--- src/rtl/conway_pkg.sv ---
// Shared types and helpers for the Life grid and its readout path.
package conway_pkg;

  // Readout sequencer states.
  typedef enum logic [1:0] {
    IDLE = 2'd0,
    SEND = 2'd1,
    DONE = 2'd2
  } readout_state_t;

  // Flat board packing: cell (r,c) lives at bit r*width+c.
  function automatic int cell_bit(input int r, input int c, input int width);
    return r * width + c;
  endfunction

endpackage

--- src/rtl/board_readout.sv ---
// Snapshot-and-stream readout: captures the board on start, then streams
// one row per valid/ready transfer, then pulses done for one cycle.
module board_readout
  import conway_pkg::*;
#(
  parameter int WIDTH  = 8,
  parameter int HEIGHT = 8,
  parameter int IDX_W  = (HEIGHT > 1) ? $clog2(HEIGHT) : 1
) (
  input  logic                    clk,
  input  logic                    rst_n,
  input  logic [WIDTH*HEIGHT-1:0] board_state,
  input  logic                    start,
  output logic                    busy,
  output logic                    row_valid,
  input  logic                    row_ready,
  output logic [WIDTH-1:0]        row_data,
  output logic [IDX_W-1:0]        row_index,
  output logic                    row_last,
  output logic                    done
);

  localparam logic [IDX_W-1:0] LAST_ROW = IDX_W'(HEIGHT - 1);

  readout_state_t          r_state;
  readout_state_t          w_state_next;
  logic [WIDTH*HEIGHT-1:0] r_snap;
  logic [IDX_W-1:0]        r_cnt;
  logic                    w_xfer;
  logic                    w_at_last;
  logic [WIDTH-1:0]        w_rows [HEIGHT];
  logic [WIDTH-1:0]        w_row_sel;

  // Unpack the snapshot into rows using the shared cell ordering.
  genvar gi, gc;
  generate
    for (gi = 0; gi < HEIGHT; gi++) begin : g_row
      for (gc = 0; gc < WIDTH; gc++) begin : g_col
        assign w_rows[gi][gc] = r_snap[cell_bit(gi, gc, WIDTH)];
      end
    end
  endgenerate

  assign w_xfer    = (r_state == SEND) && row_ready;
  assign w_at_last = (r_cnt == LAST_ROW);

  // Next-state decode; start only matters in IDLE.
  always_comb begin
    w_state_next = r_state;
    case (r_state)
      IDLE:    if (start) w_state_next = SEND;
      SEND:    if (w_xfer && w_at_last) w_state_next = DONE;
      DONE:    w_state_next = IDLE;
      default: w_state_next = IDLE;
    endcase
  end

  // State register.
  always_ff @(posedge clk or negedge rst_n) begin
    if (!rst_n) r_state <= IDLE;
    else        r_state <= w_state_next;
  end

  // Snapshot capture and row counter; the counter saturates at the last row.
  always_ff @(posedge clk or negedge rst_n) begin
    if (!rst_n) begin
      r_snap <= '0;
      r_cnt  <= '0;
    end else if ((r_state == IDLE) && start) begin
      r_snap <= board_state;
      r_cnt  <= '0;
    end else if (w_xfer && !w_at_last) begin
      r_cnt <= r_cnt + 1'b1;
    end
  end

  // Row mux selecting the snapshot row addressed by the counter.
  always_comb begin
    w_row_sel = '0;
    for (int h = 0; h < HEIGHT; h++) begin
      if (r_cnt == IDX_W'(h)) w_row_sel = w_rows[h];
    end
  end

  // Outputs decoded purely from registered state.
  assign busy      = (r_state != IDLE);
  assign row_valid = (r_state == SEND);
  assign row_data  = row_valid ? w_row_sel : '0;
  assign row_index = r_cnt;
  assign row_last  = row_valid && w_at_last;
  assign done      = (r_state == DONE);

endmodule
--- config.mk ---
export PLATFORM = sky130hd
export DESIGN_NAME = board_readout
export DESIGN_NICKNAME = d
export VERILOG_FILES = /design/src/rtl/conway_pkg.sv /design/src/rtl/board_readout.sv
export SDC_FILE = /design/constraint.sdc
export NUM_CORES = 1
export LEC_CHECK = 0
export CAP_MARGIN = 10
export CORE_MARGIN = 2
export CORE_UTILIZATION = 45
export DETAILED_ROUTE_END_ITERATION = 10
export PLACE_DENSITY = 0.76
export SYNTH_ARGS = -nofsm -noshare
export SYNTH_HDL_FRONTEND = slang
export SYNTH_SLANG_ARGS = --single-unit
--- constraint.sdc ---
create_clock -name clk -period 1.8 [get_ports clk]
set_clock_uncertainty 0.1 [all_clocks]
set_input_delay 0.18 -clock clk [delete_from_list [all_inputs] [get_ports clk]]
set_output_delay 0.18 -clock clk [all_outputs]
set_load 0.01 [all_outputs]
==> impl_metrics.csv, run 1 <==
group,metric,value,unit
logic_synthesis,netlist.top_cell.by_area,"dfrtp_1",
setup_path,crit_type,"flop to output port",
floorplan,initial_core_util,45.6,%
setup_path,reg2reg_slack,-0.08,ns
power,ir_drop,0.740,mV
detailed_routing,via_count,2847,
power,p_clk_share,13.6,%
global_route,grt_max_degree,70,
logic_synthesis,async_reset_ff_share,100,%
cells_and_area,instances_no_fill,535,
global_route,grt_pass1_wl,14800,µm
setup_path,crit_family,"compound AO/OA/AOI/OAI gates",
clock_tree,cts_tree,"done",
floorplan,chipHeight,91.8,µm
placed_design,post-dp-hpwl,6340,µm
logic_synthesis,syn_area,0.00347,mm²
cells_and_area,area_growth,45.0,%
setup_path,arrival,2.08,ns
setup_path,cp_max_fo,8,
setup_path,cp.required,1.52,ns
power,p_switching,3080,µW
floorplan,rows,32,
timing,rsz0062_at_grt,"true",
global_route,antenna_found_initial,0,
timing,hold_slack,0.292,ns
placed_design,place_congestion,0.864,
setup_path,cp_cell_sequence,"ha_4 -> ha_4 -> buf_6 -> a211oi_2 -> o211ai_1 -> a31oi_1 -> buf_2",
outcome,violations,"setup timing",
timing,fin_crit_sh,131,%
logic_synthesis,ys.flop_type,"dfrtp_1",
global_route,grt_pass1_vias,2952,
setup_path,cp-end-kind,"output port",
detailed_routing,via_per_inst,5.32,
global_route,grt-ovfl-total,0,
timing,fmax,423,MHz
placed_design,place_ws,-0.649,ns
setup_path,cpMostUsedCell,"ha_4",
timing,setup_ws,-0.565,ns
timing,tns,-4.51,ns
logic_synthesis,synthTopCellsByArea,"dfrtp_1 50%, mux2_1 18%, nand2_1 4.7%",
setup_path,rr_worst_depth,8,
setup_path,cp_slowest_stage_delay,0.48,ns
timing,slew_headroom,76.5,%
cells_and_area,final_core_util,66.1,%
floorplan,ios,83,
min_path,hold_path.class,"input pin to async pin",
logic_synthesis,synth_edf_count,0,
outcome,outcome,"finished with violations",
power,p_int,5050,µW
clock_tree,clock-sinks,69,
floorplan,design.core.area,0.00761,mm²
logic_synthesis,synth.net_count,393,
setup_path,crit-reg2reg-launch,"row_index[1]",
setup_path,cp.depth,7,
timing,maxSlewViolCount,0,
cells_and_area,n_antenna_cell,0,
power,power.density,1620,mW/mm²
placed_design,place_inst,507,
detailed_routing,drt_iter0_markers,185,
logic_synthesis,yosys-top-cells-count,"69 x dfrtp_1, 55 x mux2_1, 43 x nand2_1",
logic_synthesis,yosysMostFrequentCell,"dfrtp_1",
power,p_leak,0.00211,µW
logic_synthesis,ys_seq_area_share,49.8,%
cells_and_area,drive_gt1_share,24.0,%
detailed_routing,drt-pass1-iter-count,4,
clock_tree,htree_levels,3,
clock_tree,clockRootBuffer,"clkbuf_8",
power,pwr-share-comb,51.7,%
timing,hold_violations,0,
clock_tree,clk_latency,0.35,ns
placed_design,portBuffers,82,
detailed_routing,wl,9060,µm
setup_path,r2r-end,"row_index[1]",
logic_synthesis,synth_warnings,0,
power,netSwitchingFraction,37.9,%
clock_tree,cts_buffer_depth,2,
timing,worst_pin_slew,0.353,ns
logic_synthesis,synth_top_area_share,49.8,%
setup_path,crit_path_start_kind,"flop",
detailed_routing,routedWlPerCell,16.9,µm
floorplan,die_w,91.8,µm
logic_synthesis,ys_ff_latch,69,
logic_synthesis,syn_area_per_cell,10.9,µm²
global_route,grt_usage,22.7,%
detailed_routing,post-route-drc-count,0,
floorplan,dieArea,0.00843,mm²
setup_path,crit_path_top_delay_cell,"dfrtp_2",
run,maxCapViolCount,0,
timing,final-setup-viol-count,12,
clock_tree,numCtsBuffers,9,
logic_synthesis,synth_cells,319,
timing,period_needed,2.36,ns
detailed_routing,ant_nets,0,
clock_tree,clk_pin_slew_worst_paths,0.08,ns
logic_synthesis,ys_types,28,
cells_and_area,layout.nets,503,
setup_path,worstPathBufferInverterCount,2,
power,seqPwrFrac,34.7,%
==> worst min-delay path: stages <==
cell and delay [ns]:
dlygate4sd3_1 0.52, buf_2 0.12, buf_12 0.32
==> power by group through the flow <==
| stage | Sequential [µW] | Combinational [µW] | Clock [µW] |
|---|---|---|---|
| 2_1_floorplan | 2630 | 2380 | 0 |
| 3_3_place_gp | 2780 | 3760 | 0 |
| 3_5_place_dp | 2820 | 3810 | 0 |
| 4_1_cts | 2810 | 4020 | 1130 |
| 5_1_grt | 2910 | 4580 | 1190 |
| 6_report | 2820 | 4210 | 1110 |
==> kinds of logic (layout without fill, tap and decap cells) <==
group,after synthesis,in the layout,share of synthesized area [%]
flops,69,69,49.8
fa+ha+maj,6,6,2.16
compound gates,83,83,14.4
mux,57,57,18.5
simple gates,69,69,8.80
buf+inv,35,149,6.35
==> flip-flops by register name, indices dropped and copies added (netlist names) <==
| signal | count |
|---|---|
| r_snap | 64 |
| row_index | 3 |
| r_state | 2 |
==> cells in the final DEF, fill, tap and decap left out, types with 2 or more instances in the layout <==
master and count:
clkdlybuf4s50_1 66, dfrtp_1 66, mux2_1 55, nand2_1 42, buf_4 23, a31oi_1 16
o211ai_1 16, o21ai_0 15, a21oi_1 11, clkbuf_8 11, nor2b_1 10, buf_6 10
buf_2 10, nor2_1 8, inv_1 8, o21ai_2 6, a211oi_2 6, ha_4 6
buf_12 6, a21oi_2 5, o21ai_1 4, dlygate4sd2_1 3, dlymetal6s2s_1 3, dfrtp_2 3
mux2_2 2, clkinv_2 2, clkbuf_1 2
==> layer usage <==
| layer | global-route usage (%) | part of all wire (%) | vias up |
|---|---|---|---|
| li1 | - | - | 1348 |
| met1 | 29.1 | 43 | 1380 |
| met2 | 36.8 | 48 | 98 |
| met3 | 6.00 | 6.1 | 21 |
| met4 | 9.08 | 2.7 | 0 |
| met5 | 0 | 0 | - |
==> area by class of cell <==
type	instances	area, µm²
fill	582	2580
sequential	69	1730
multi-input combinational	215	1730
timing repair buffer	123	1220
clock buffer	13	159
tap	102	128
inverter	11	56.3
clock inverter	2	10.0
==> what timing repair did <==
item	CTS	global route
endpoints found under the hold margin	69	0
pin swaps	21	17
endpoints found under the setup margin	12	15
buffers inserted	10	0
gates resized for setup	69	22
hold buffers	1	0
cloned	2	0
==> worst max-delay path by stage <==
stage	start	endpoint
4_1_cts	row_index[1]	row_data[5]
3_3_place_gp	row_index[1]	row_data[7]
5_1_grt	row_index[1]	row_data[7]
2_1_floorplan	row_index[0]	row_data[0]
3_5_place_dp	row_index[1]	row_data[7]
6_report	row_index[1]	row_data[7]
==> per-stage QoR <==
stage / power, µW / area [µm²]
floorplan: 5010 / 3570
global placement: 6540 / 4590
detailed placement: 6620 / 4590
CTS: 7960 / 4950
global route: 8680 / 5030
finish: 8140 / 5030
Note: power is estimated with default switching activity, not from simulation.
==> run 2: changes to the inputs <==
GPL_TIMING_DRIVEN = 0   (was unset)
==> run 2 against run 1 <==
Net effect: clock power rose by 33%; cell count fell by 1.1%; sequential power barely moved; via count fell by 1.6%; fmax fell by 2.5%; critical path type unchanged; total power rose by 1.2%; critical endpoint is now row_data[2]; global-route usage fell by 0.54 points; routed wire length fell by 1.9%; register-to-register slack improved by 0.27 ns; the flow still finishes with violations (setup timing); clock-buffer cell count did not move.
==> impl_metrics.csv, run 2 (synthesized netlist as in run 1, its figures left out) <==
group,metric,value,unit
outcome,outcome,"finished with violations",
outcome,violations,"setup timing",
clock_tree,clock-sinks,69,
min_path,hold_path.class,"input pin to flop",
placed_design,portBuffers,82,
global_route,grt_use_met3,5.75,%
floorplan,ios,83,
run,maxCapViolCount,0,
setup_path,cp-end-kind,"output port",
detailed_routing,via_count,2802,
global_route,grt-ovfl-total,0,
cells_and_area,largest_reg_flops,64,
setup_path,rr_worst_depth,5,
cells_and_area,stdcell_area,0.00494,mm²
setup_path,arrival,2.15,ns
setup_path,reg2reg_slack,0.19,ns
clock_tree,clockRootBuffer,"clkbuf_8",
detailed_routing,post-route-drc-count,0,
global_route,grt_pass1_wl,14300,µm
clock_tree,cts_buffer_depth,2,
detailed_routing,routedWlPerCell,16.8,µm
min_path,hold_depth,3,
detailed_routing,ant_nets,0,
global_route,grt_pass1_vias,2853,
timing,slew_headroom,44.4,%
clock_tree,numCtsBuffers,9,
clock_tree,cts_tree,"done",
floorplan,chipHeight,91.8,µm
setup_path,cp.required,1.52,ns
floorplan,design.core.area,0.00761,mm²
floorplan,initial_core_util,45.6,%
timing,period_needed,2.43,ns
global_route,grt_usage,22.2,%
power,power.density,1670,mW/mm²
setup_path,cp_max_fo,8,
cells_and_area,area_growth,42.4,%
clock_tree,htree_levels,3,
global_route,use_met1,28.5,%
cells_and_area,final_cell_mix,"70 x clkdlybuf4s50_1, 67 x dfrtp_1, 55 x mux2_1, 42 x nand2_1, 17 x o21ai_0",
power,ir_drop,0.678,mV
detailed_routing,drt_iter0_markers,218,
detailed_routing,wl,8890,µm
placed_design,place_congestion,0.864,
global_route,antenna_found_initial,0,
setup_path,crit-reg2reg-launch,"row_index[1]",
timing,setup_ws,-0.626,ns
cells_and_area,n_antenna_cell,0,
cells_and_area,top_register,"r_snap",
timing,fin_crit_sh,135,%
timing,fmax,412,MHz
floorplan,dieArea,0.00843,mm²
setup_path,r2r-end,"row_index[1]",
clock_tree,clk_latency,0.34,ns
placed_design,post-dp-hpwl,6520,µm
timing,final-setup-viol-count,9,
detailed_routing,drt-pass1-iter-count,4,
timing,worst_pin_slew,0.834,ns
min_path,hold_path_end,"r_snap[17]",
floorplan,rows,32,
global_route,top_usage_layer,"met2",
floorplan,die_w,91.8,µm
setup_path,crit_type,"flop to output port",
power,power,8230,µW
detailed_routing,via_per_inst,5.30,
timing,hold_violations,0,
cells_and_area,drive_gt1_share,21.3,%
placed_design,placed_cell_area,0.00451,mm²
timing,rsz0062_at_grt,"true",
timing,maxSlewViolCount,0,
global_route,grt_max_degree,70,
global_route,grtUsageMet2,36.3,%
cells_and_area,layout.nets,496,
min_path,min_from,"board_state[17]",
cells_and_area,fill_cells,590,
power,p_leak,0.00204,µW
cells_and_area,final_common_cell,"clkdlybuf4s50_1",
setup_path,crit_path_start_kind,"flop",
clock_tree,clk_pin_slew_worst_paths,0.07,ns
run 2: cell types whose count changed in the layout (fill, tap and decap cells not counted), moves of 3 or more:
cell             previous run  this run
clkbuf_8                   11        14
buf_6                      10        14
buf_12                      6         0
buf_4                      23        12
a21oi_1                    11        14
clkdlybuf4s50_1            66        70
run 2: what timing repair did:
| item | 4_1_cts | 5_1_grt |
|---|---|---|
| buffers inserted | 9 | 1 |
| gates cloned | 1 | 0 |
| resized for setup | 62 | 10 |
| hold buffers | 1 | 0 |
| pin swaps | 24 | 20 |
| setup endpoints to repair | 11 | 9 |
| endpoints found under the hold margin | 69 | 0 |
run 2: worst max-delay path, cell delays in order (launching register included):
cell and delay (ns):
dfrtp_2 0.48, ha_4 0.20, ha_4 0.19, buf_6 0.13, nor2_4 0.19, o211ai_1 0.14, o211ai_1 0.18, a31oi_1 0.15
buf_2 0.16
run 2: cell type report:
cell class	count	area [µm²]	share of cell area, %
Sequential cell	69	1730	35.0
Multi-Input combinational cell	215	1670	33.8
Timing Repair Buffer	94	898	18.2
Buffer	22	210	4.25
Clock buffer	13	179	3.62
Tap cell	102	128	2.58
Clock inverter	3	65.1	1.32
Inverter	11	61.3	1.24
run 2: metrics by stage:
stage | setup WS, ns | TNS [ns] | hold WS [ns] | std cells | util (%)
final | -0.626 | -4.87 | 0.307 | 529 | 65.0
after global placement | -1.99 | -126.62 | 0.363 | 503 | 59.3
after CTS | -0.620 | -5.20 | 0.299 | 528 | 64.4
after detailed placement | -0.749 | -6.09 | 0.238 | 503 | 59.3
after global routing | -0.689 | -5.35 | 0.306 | 529 | 65.0
after floorplan | -0.0115 | -0.0916 | -0.216 | 319 | -
run 2: worst max-delay path by stage:
stage / startpoint / endpoint / depth (start not counted)
after CTS: row_index[0] / row_data[6] / 8
after global placement: rst_n / row_index[0] / 1
after floorplan: row_index[0] / row_data[0] / 7
after detailed placement: row_index[0] / row_data[6] / 8
after global routing: row_index[0] / row_data[6] / 9
final: row_index[1] / row_data[2] / 8
run 2: routing by layer:
| metal | vias to the layer above | part of all wire [%] | wire length, µm |
|---|---|---|---|
| met2 | 79 | 49 | 4340 |
| met5 | - | 0 | 0 |
| met4 | 0 | 1.9 | 167 |
| met1 | 1378 | 45 | 3960 |
| met3 | 13 | 4.7 | 415 |
| li1 | 1332 | - | - |
run 2: where the power goes:
group,internal [µW],total [µW],leakage (µW),switching (µW)
clock,929,1480,0.000126,550
sequential,2330,2840,0.000821,516
combinational,1920,3910,0.00109,1990
